==> src/rtl/serial_arith_pkg.sv <==
// serial_arith_pkg: shared FSM state encodings and counter sizing for the bit-serial arithmetic blocks
package serial_arith_pkg;
  localparam logic [1:0] S_IDLE  = 2'd0;
  localparam logic [1:0] S_SHIFT = 2'd1;
  localparam logic [1:0] S_DONE  = 2'd2;
  function automatic int cnt_w(input int width);
    return (width <= 1) ? 1 : $clog2(width);
  endfunction
endpackage

==> src/rtl/full_half_sub_1bit.sv <==
// full_half_sub_1bit: combinational full subtractor built from two chained half subtractors
module full_half_sub_1bit (
  input  logic i_a,
  input  logic i_b,
  input  logic i_bin,
  output logic o_diff,
  output logic o_borrow
);
  logic d1, b1, b2;
  assign d1       = i_a ^ i_b;
  assign b1       = ~i_a & i_b;
  assign o_diff   = d1 ^ i_bin;
  assign b2       = ~d1 & i_bin;
  assign o_borrow = b1 | b2;
endmodule

==> src/rtl/serial_sub_nbit.sv <==
// serial_sub_nbit: bit-serial WIDTH-bit subtractor, LSB first through one full subtractor, valid/ready on both sides
module serial_sub_nbit
  import serial_arith_pkg::*;
#(
  parameter int WIDTH = 8
) (
  input  logic             i_clk,
  input  logic             i_rst,
  input  logic             i_valid,
  output logic             o_ready,
  input  logic [WIDTH-1:0] i_a,
  input  logic [WIDTH-1:0] i_b,
  input  logic             i_bin,
  output logic             o_valid,
  input  logic             i_ready,
  output logic [WIDTH-1:0] o_diff,
  output logic             o_borrow,
  output logic             o_busy
);
  localparam int CW = cnt_w(WIDTH);
  logic [1:0] state, state_n;
  logic [WIDTH-1:0] a_sr, b_sr, d_sr;
  logic br, d, bo, accept, last;
  logic [CW-1:0] cnt;
  assign accept = (state == S_IDLE) && i_valid;
  assign last   = cnt == CW'(WIDTH - 1);
  full_half_sub_1bit u_fs (
    .i_a     (a_sr[0]),
    .i_b     (b_sr[0]),
    .i_bin   (br),
    .o_diff  (d),
    .o_borrow(bo)
  );
  always_ff @(posedge i_clk) begin
    if (i_rst) state <= S_IDLE;
    else       state <= state_n;
  end
  always_comb begin
    state_n = (state == S_IDLE)  ? (i_valid ? S_SHIFT : S_IDLE) :
              (state == S_SHIFT) ? (last ? S_DONE : S_SHIFT) :
              (state == S_DONE)  ? (i_ready ? S_IDLE : S_DONE) : S_IDLE;
  end
  always_comb begin
    o_ready  = state == S_IDLE;
    o_valid  = state == S_DONE;
    o_busy   = state == S_SHIFT;
    o_diff   = d_sr;
    o_borrow = br;
  end
  // each difference bit enters at the MSB so after WIDTH shifts bit 0 sits at d_sr[0]
  always_ff @(posedge i_clk) begin
    if (i_rst) begin
      a_sr <= '0;
      b_sr <= '0;
      d_sr <= '0;
      br   <= 1'b0;
      cnt  <= '0;
    end else if (accept) begin
      a_sr <= i_a;
      b_sr <= i_b;
      d_sr <= '0;
      br   <= i_bin;
      cnt  <= '0;
    end else if (state == S_SHIFT) begin
      a_sr <= a_sr >> 1;
      b_sr <= b_sr >> 1;
      d_sr <= (d_sr >> 1) | (WIDTH'(d) << (WIDTH - 1));
      br   <= bo;
      cnt  <= cnt + 1'b1;
    end
  end
endmodule

==> config.mk <==
export PLATFORM = sky130hd
export DESIGN_NAME = serial_sub_nbit
export DESIGN_NICKNAME = d
export VERILOG_FILES = /design/src/rtl/serial_arith_pkg.sv /design/src/rtl/full_half_sub_1bit.sv /design/src/rtl/serial_sub_nbit.sv
export SDC_FILE = /design/constraint.sdc
export NUM_CORES = 1
export LEC_CHECK = 0
export CORE_UTILIZATION = 30
export CTS_BUF_LIST = sky130_fd_sc_hd__clkbuf_16
export CTS_CLUSTER_DIAMETER = 50
export DETAILED_ROUTE_END_ITERATION = 10
export GPL_ROUTABILITY_DRIVEN = 0
export PLACE_DENSITY = 0.62
export SLEW_MARGIN = 20
export SYNTH_ARGS = -nofsm -noshare
export SYNTH_HDL_FRONTEND = slang
export SYNTH_HIERARCHICAL = 1
export SYNTH_SLANG_ARGS = --single-unit
==> constraint.sdc <==
create_clock -name i_clk -period 2.8 [get_ports i_clk]
set_input_delay 0.84 -clock i_clk [delete_from_list [all_inputs] [get_ports i_clk]]
set_output_delay 0.84 -clock i_clk [all_outputs]
set_load 0.05 [all_outputs]
=== Yosys cells after proc, flatten, opt, wreduce, memory -nomap -nowiden ===
Cells that the tools add are included.

* Flip-flop bits (word level): 30
* Bits of input ports: 21
* Word-level logic and storage cells: 34

* Add/sub/neg operators: 1
* Eq/ne operators: 3
* Muxes and demuxes: 12
* Bitwise logic cells: 8
* Reductions and logical operators: 4

{| class="wikitable"
|+ Operator list
! cell !! count
|-
| 8-bit 2-to-1 mux || 4
|-
| 2-bit 2-to-1 mux || 5
|-
| 7-bit by 8-bit bitwise OR with 8-bit output || 1
|-
| 3-bit by 1-bit adder with 3-bit output, second input constant || 1
|-
| 3-bit equality test, second input constant || 1
|-
| 1-bit 2-to-1 mux || 3
|-
| 1-bit bitwise AND || 2
|-
| 2-bit by 1-bit equality test with 1-bit output, second input constant || 1
|-
| 2-bit equality test, second input constant || 1
|-
| 2-bit zero test || 1
|-
| 1-bit inverter || 2
|-
| 2-bit nonzero test || 1
|-
| 2-bit OR reduction || 1
|-
| 1-bit XOR || 2
|-
| 1-bit logical AND || 1
|-
| 1-bit bitwise OR || 1
|}

=== Logic depth before layout (Yosys ltp) ===
* Word-level depth: 6
* Mapped depth: 7
* Gate-level depth less buffers: 6

=== Cells and area by module ===
Netlist, hierarchy kept.

{| class="wikitable"
|+ Modules (own cells, without submodules)
! module !! times used !! cells an instance !! area an instance (µm²)
|-
| serial_sub_nbit || 1 || 160 || 1305.0
|-
| full_half_sub_1bit || 1 || 4 || 31.3
|}

=== Worst setup path after synthesis ===
No wires, ideal clock.

* Path type: register to output
* Start point: reg state[0]
* End point: out o_valid
* Arrival: 1.248 ns
* Path slack: 0.712 ns
* Cell stages (with the launch flop): 3
* Cells stage by stage: dfxtp_1 -> clkbuf_1 -> nor2b_1

* Cells in the longest elaborated chain, start to end: 1

{| class="wikitable"
|+ RTL lines
! item !! RTL line !! text
|-
| start, declared || serial_sub_nbit.sv:21 || <nowiki>logic [1:0] state, state_n;</nowiki>
|-
| start signal, assigned || serial_sub_nbit.sv:36 || <nowiki>else state <= state_n;</nowiki>
|-
| 2-bit equality test || serial_sub_nbit.sv:45 || <nowiki>o_valid = state == S_DONE;</nowiki>
|-
| end, declared || serial_sub_nbit.sv:14 || <nowiki>output logic o_valid,</nowiki>
|}

Every way passes these cells.

=== Final worst setup path ===
* Start point: reg state[1]
* End point: out o_valid

Same word-level chain as after synthesis.

==> impl_summary.md <==
Outcome
The flow ran to the end, and the final reports show no timing, DRC or antenna violations.

Timing
The shortest clock period the worst path allows after layout is 2.64 ns. For the final database, setup skew stands at roughly 0.0032 ns. The sum of negative setup slack is 0 ns. Of the available clock period, the critical path in the final layout requires 94.4%. Setup repair after global routing left no endpoint under its margin. The count of final setup violators is 0. The total count of max-transition violations in the final report is 0. The maximum clock frequency is ~380 MHz. For the pin with the worst max-slew slack, the measured transition is roughly 0.50 ns. Measured against its own limit, the worst slew margin works out to 66.7%. The number of failing hold endpoints at the final stage is 0.

Clock network
The TritonCTS buffer count is 5. The H-tree generated during clock tree synthesis spans 2 levels. TritonCTS built the clock tree. Clock-pin slew was measured on the worst setup and hold paths at 0.05 ns. Hold repair after CTS inserted 0 buffers.

The post-CTS repair timing setup buffer count is 0. Clock tree synthesis found a total of 30 sinks. The tree is rooted in a sky130_fd_sc_hd__clkbuf_16. Clock latency on the worst-skew pair, taken at its later pin, is around 0.27 ns. Once the clock tree was built, the resizer swapped 0 gates to a different size. The maximum count of clock buffers along a single path is 2.

Floorplan
The floorplan step defined a die boundary enclosing 0.00473 mm2. The region available for standard cell placement spans 0.00414 mm2. The die is 68.7 um wide. In this run the count of I/O pins placed on the die edge is 33. The row count is 23. The starting utilization of the core area is 32.2%. From bottom edge to top edge, the die measures 68.7 um.

Synthesis
In this run, synthesis produced a sequential element count of 30. The netlist area before placement is ~0.0013 mm2. The post-synthesis cell type count is 25.

Counting every net in the synthesized netlist gives approximately 190. In the synthesized netlist, the number of instances is between 150 and 200. The mean instance size in the synthesized netlist is 8.15 um2. The Yosys step of the flow raised 6 warnings. The portion of the post-synthesis area used by sequential elements is roughly 45%.

Global route
The first global-routing pass estimated 4580 um of wire. The via count of the first global-routing pass is 1017. In this run the most used layer during global routing was met2. The total global-route track usage is 13.4%.

The met2 usage is 19.9%. In the global route stage, met1 resource usage came out at 17.5%. The initial antenna violation count is 0. Entering global routing, the biggest net connects 25 pins. Summed over all layers, the global routing overflow is 0. The routing usage on met3 is a little under 5%.

Detailed routing
The count of vias placed by the detailed router is 1149. The routed wirelength normalized by instance count is around 11 um. The detailed router finished its first iteration with 34 violations.

In this run the remaining antenna-violating nets after routing total 0. Wires add up to 2750 um. The iteration count of the initial detailed-routing pass is 4.

After detailed routing, the number of vias per cell comes to 4.65. The number of DRC violations after detailed routing is 0.

Cells and area
The number of filler instances in the final layout is 416. The repair_antennas step left the layout with diodes totalling 0. The final cell area excluding filler cells is between 0.0015 and 0.002 mm2. The layout-stage area growth over the synthesis result is 36.4%.

The post-route netlist has between 10% and 20% of its cells at a drive strength greater than 1. The final-stage net count is 220.

Worst setup path
The type of element capturing the critical path is an output port. Along the worst path, the maximum fanout reaches 10. The startpoint type of the worst setup path is a flop. STA puts the critical path data arrival time at 1.80 ns. The required time of the critical path is between 1.5 and 2 ns.

By startpoint and endpoint, the worst setup path is classified as flop to output port.

Placement
Input and output buffers added on the ports amount to 32. The HPWL after detailed placement is about 1900 um. The area of placed instances is about 0.0017 mm2.

Power
Across the VDD grid, the largest voltage drop is 0.304 mV. Summed over all cells, the static leakage comes to roughly 0.68 nW. For this design the ratio of total power to cell area is around 620 mW/mm2.

Worst hold path
The path class of the lowest-slack min-delay path is flop to flop.

Flow run
Across the run, the number of max-cap violations was 0.
-- Yosys cell counts (all sizes together) --
| library cell | count | area, um2 |
|---|---|---|
| clkbuf | 3 | 11.3 |
| nor2b | 1 | 6.26 |
| o21ba | 1 | 10.0 |
| nor3b | 1 | 12.5 |
| a211oi | 10 | 75.1 |
| inv | 5 | 18.8 |
| fa | 1 | 20.0 |
| xnor2 | 1 | 8.76 |
| nand2b | 6 | 37.5 |
| ha | 2 | 25.0 |
| nand3 | 2 | 10.0 |
| buf | 10 | 77.6 |
| a21oi | 26 | 130 |
| nor3 | 4 | 20.0 |
| a22oi | 1 | 7.51 |
| o21a | 1 | 7.51 |
| nor2 | 19 | 71.3 |
| a311oi | 1 | 15.0 |
| or3b | 5 | 43.8 |
| nand2 | 34 | 128 |
| dfxtp | 30 | 601 |
-- stage by stage --
| step | power (mW) | hold WS, ns | utilization, % | std cells | setup slack, ns |
|---|---|---|---|---|---|
| 2_1_floorplan | 0.588 | 0.437 | - | 164 | 0.712 |
| 3_3_place_gp | 0.648 | 0.444 | 40.7 | 239 | 0.453 |
| 3_5_place_dp | 0.648 | 0.448 | 40.7 | 239 | 0.443 |
| 4_1_cts | 1.14 | 0.456 | 44.0 | 247 | 0.146 |
| 5_1_grt | 1.18 | 0.471 | 44.0 | 247 | 0.0220 |
| 6_report | 1.13 | 0.455 | 44.0 | 247 | 0.158 |
-- cell usage in the layout, fill, tap and decap left out --
| cell | instances |
|---|---|
| sky130_fd_sc_hd__a211oi_1 | 10 |
| sky130_fd_sc_hd__nand2_1 | 34 |
| sky130_fd_sc_hd__nand3_1 | 2 |
| sky130_fd_sc_hd__o21a_1 | 1 |
| sky130_fd_sc_hd__clkbuf_16 | 5 |
| sky130_fd_sc_hd__a21oi_1 | 26 |
| sky130_fd_sc_hd__o21ba_2 | 1 |
| sky130_fd_sc_hd__buf_4 | 6 |
| sky130_fd_sc_hd__clkinv_2 | 1 |
| sky130_fd_sc_hd__a311oi_2 | 1 |
| sky130_fd_sc_hd__ha_1 | 2 |
| sky130_fd_sc_hd__dfxtp_1 | 30 |
| sky130_fd_sc_hd__nor2_1 | 19 |
| sky130_fd_sc_hd__a22oi_1 | 1 |
| sky130_fd_sc_hd__nor3b_2 | 1 |
| sky130_fd_sc_hd__nand2b_1 | 6 |
| sky130_fd_sc_hd__or3b_1 | 1 |
| sky130_fd_sc_hd__xnor2_1 | 1 |
| sky130_fd_sc_hd__clkinv_1 | 1 |
| sky130_fd_sc_hd__nor3_1 | 4 |
| sky130_fd_sc_hd__buf_12 | 1 |
| sky130_fd_sc_hd__or3b_2 | 4 |
| sky130_fd_sc_hd__inv_2 | 1 |
| sky130_fd_sc_hd__nor2b_1 | 1 |
| sky130_fd_sc_hd__clkdlybuf4s50_1 | 31 |
| sky130_fd_sc_hd__inv_1 | 5 |
| sky130_fd_sc_hd__fa_1 | 1 |
-- flip-flops by register name, summed over array words and instances (netlist names) --
register  count
a_sr          8
b_sr          8
cnt           3
o_borrow      1
o_diff        8
state         2
-- routing by layer --
metal	up-vias	part of all wire, %
met5	-	0
met4	0	0.51
met3	2	5.5
met2	25	43
met1	513	50
li1	609	-
-- worst max-delay path: stages, from the launching register on --
cell and delay (ns):
sky130_fd_sc_hd__dfxtp_1 0.49, sky130_fd_sc_hd__nor2b_1 0.22, sky130_fd_sc_hd__clkdlybuf4s50_1 0.83
-- where the power goes --
group / switching [mW] / internal, mW
registers: 0.0145 / 0.454
clock network: 0.170 / 0.320
logic: 0.0900 / 0.0801
-- layout make-up --
| class | count | area, um2 | share of cell area (%) |
|---|---|---|---|
| Multi-Input combinational cell | 116 | 628 | 34.5 |
| Sequential cell | 30 | 601 | 32.9 |
| Timing Repair Buffer | 38 | 375 | 20.6 |
| Clock buffer | 5 | 125 | 6.86 |
| Tap cell | 50 | 62.6 | 3.43 |
| Inverter | 5 | 18.8 | 1.03 |
| Clock inverter | 3 | 12.5 | 0.686 |
-- path summary, 6_finish.rpt --
check / slack, ns / from / endpoint / depth (start not counted)
setup reg to reg: 1.32 / state[0] / a_sr[5] / 6
hold reg to reg: 0.45 / a_sr[3] / a_sr[2] / 2
setup / recovery: 0.16 / state[1] / o_valid / 2
hold / removal: 0.45 / a_sr[3] / a_sr[2] / 2
-- kinds of logic (layout without fill, tap and decap cells) --
logic type	Yosys count	count (layout)	synth area share, %
and+or+nand+nor	72	72	24.6
buffers and inverters	18	51	8.05
AOI/OAI and AO/OA	40	40	18.4
xor gates and xnor gates	1	1	0.656
DFF	30	30	44.9
adders and majority gates	3	3	3.37
(Power assumes the default switching activity.)
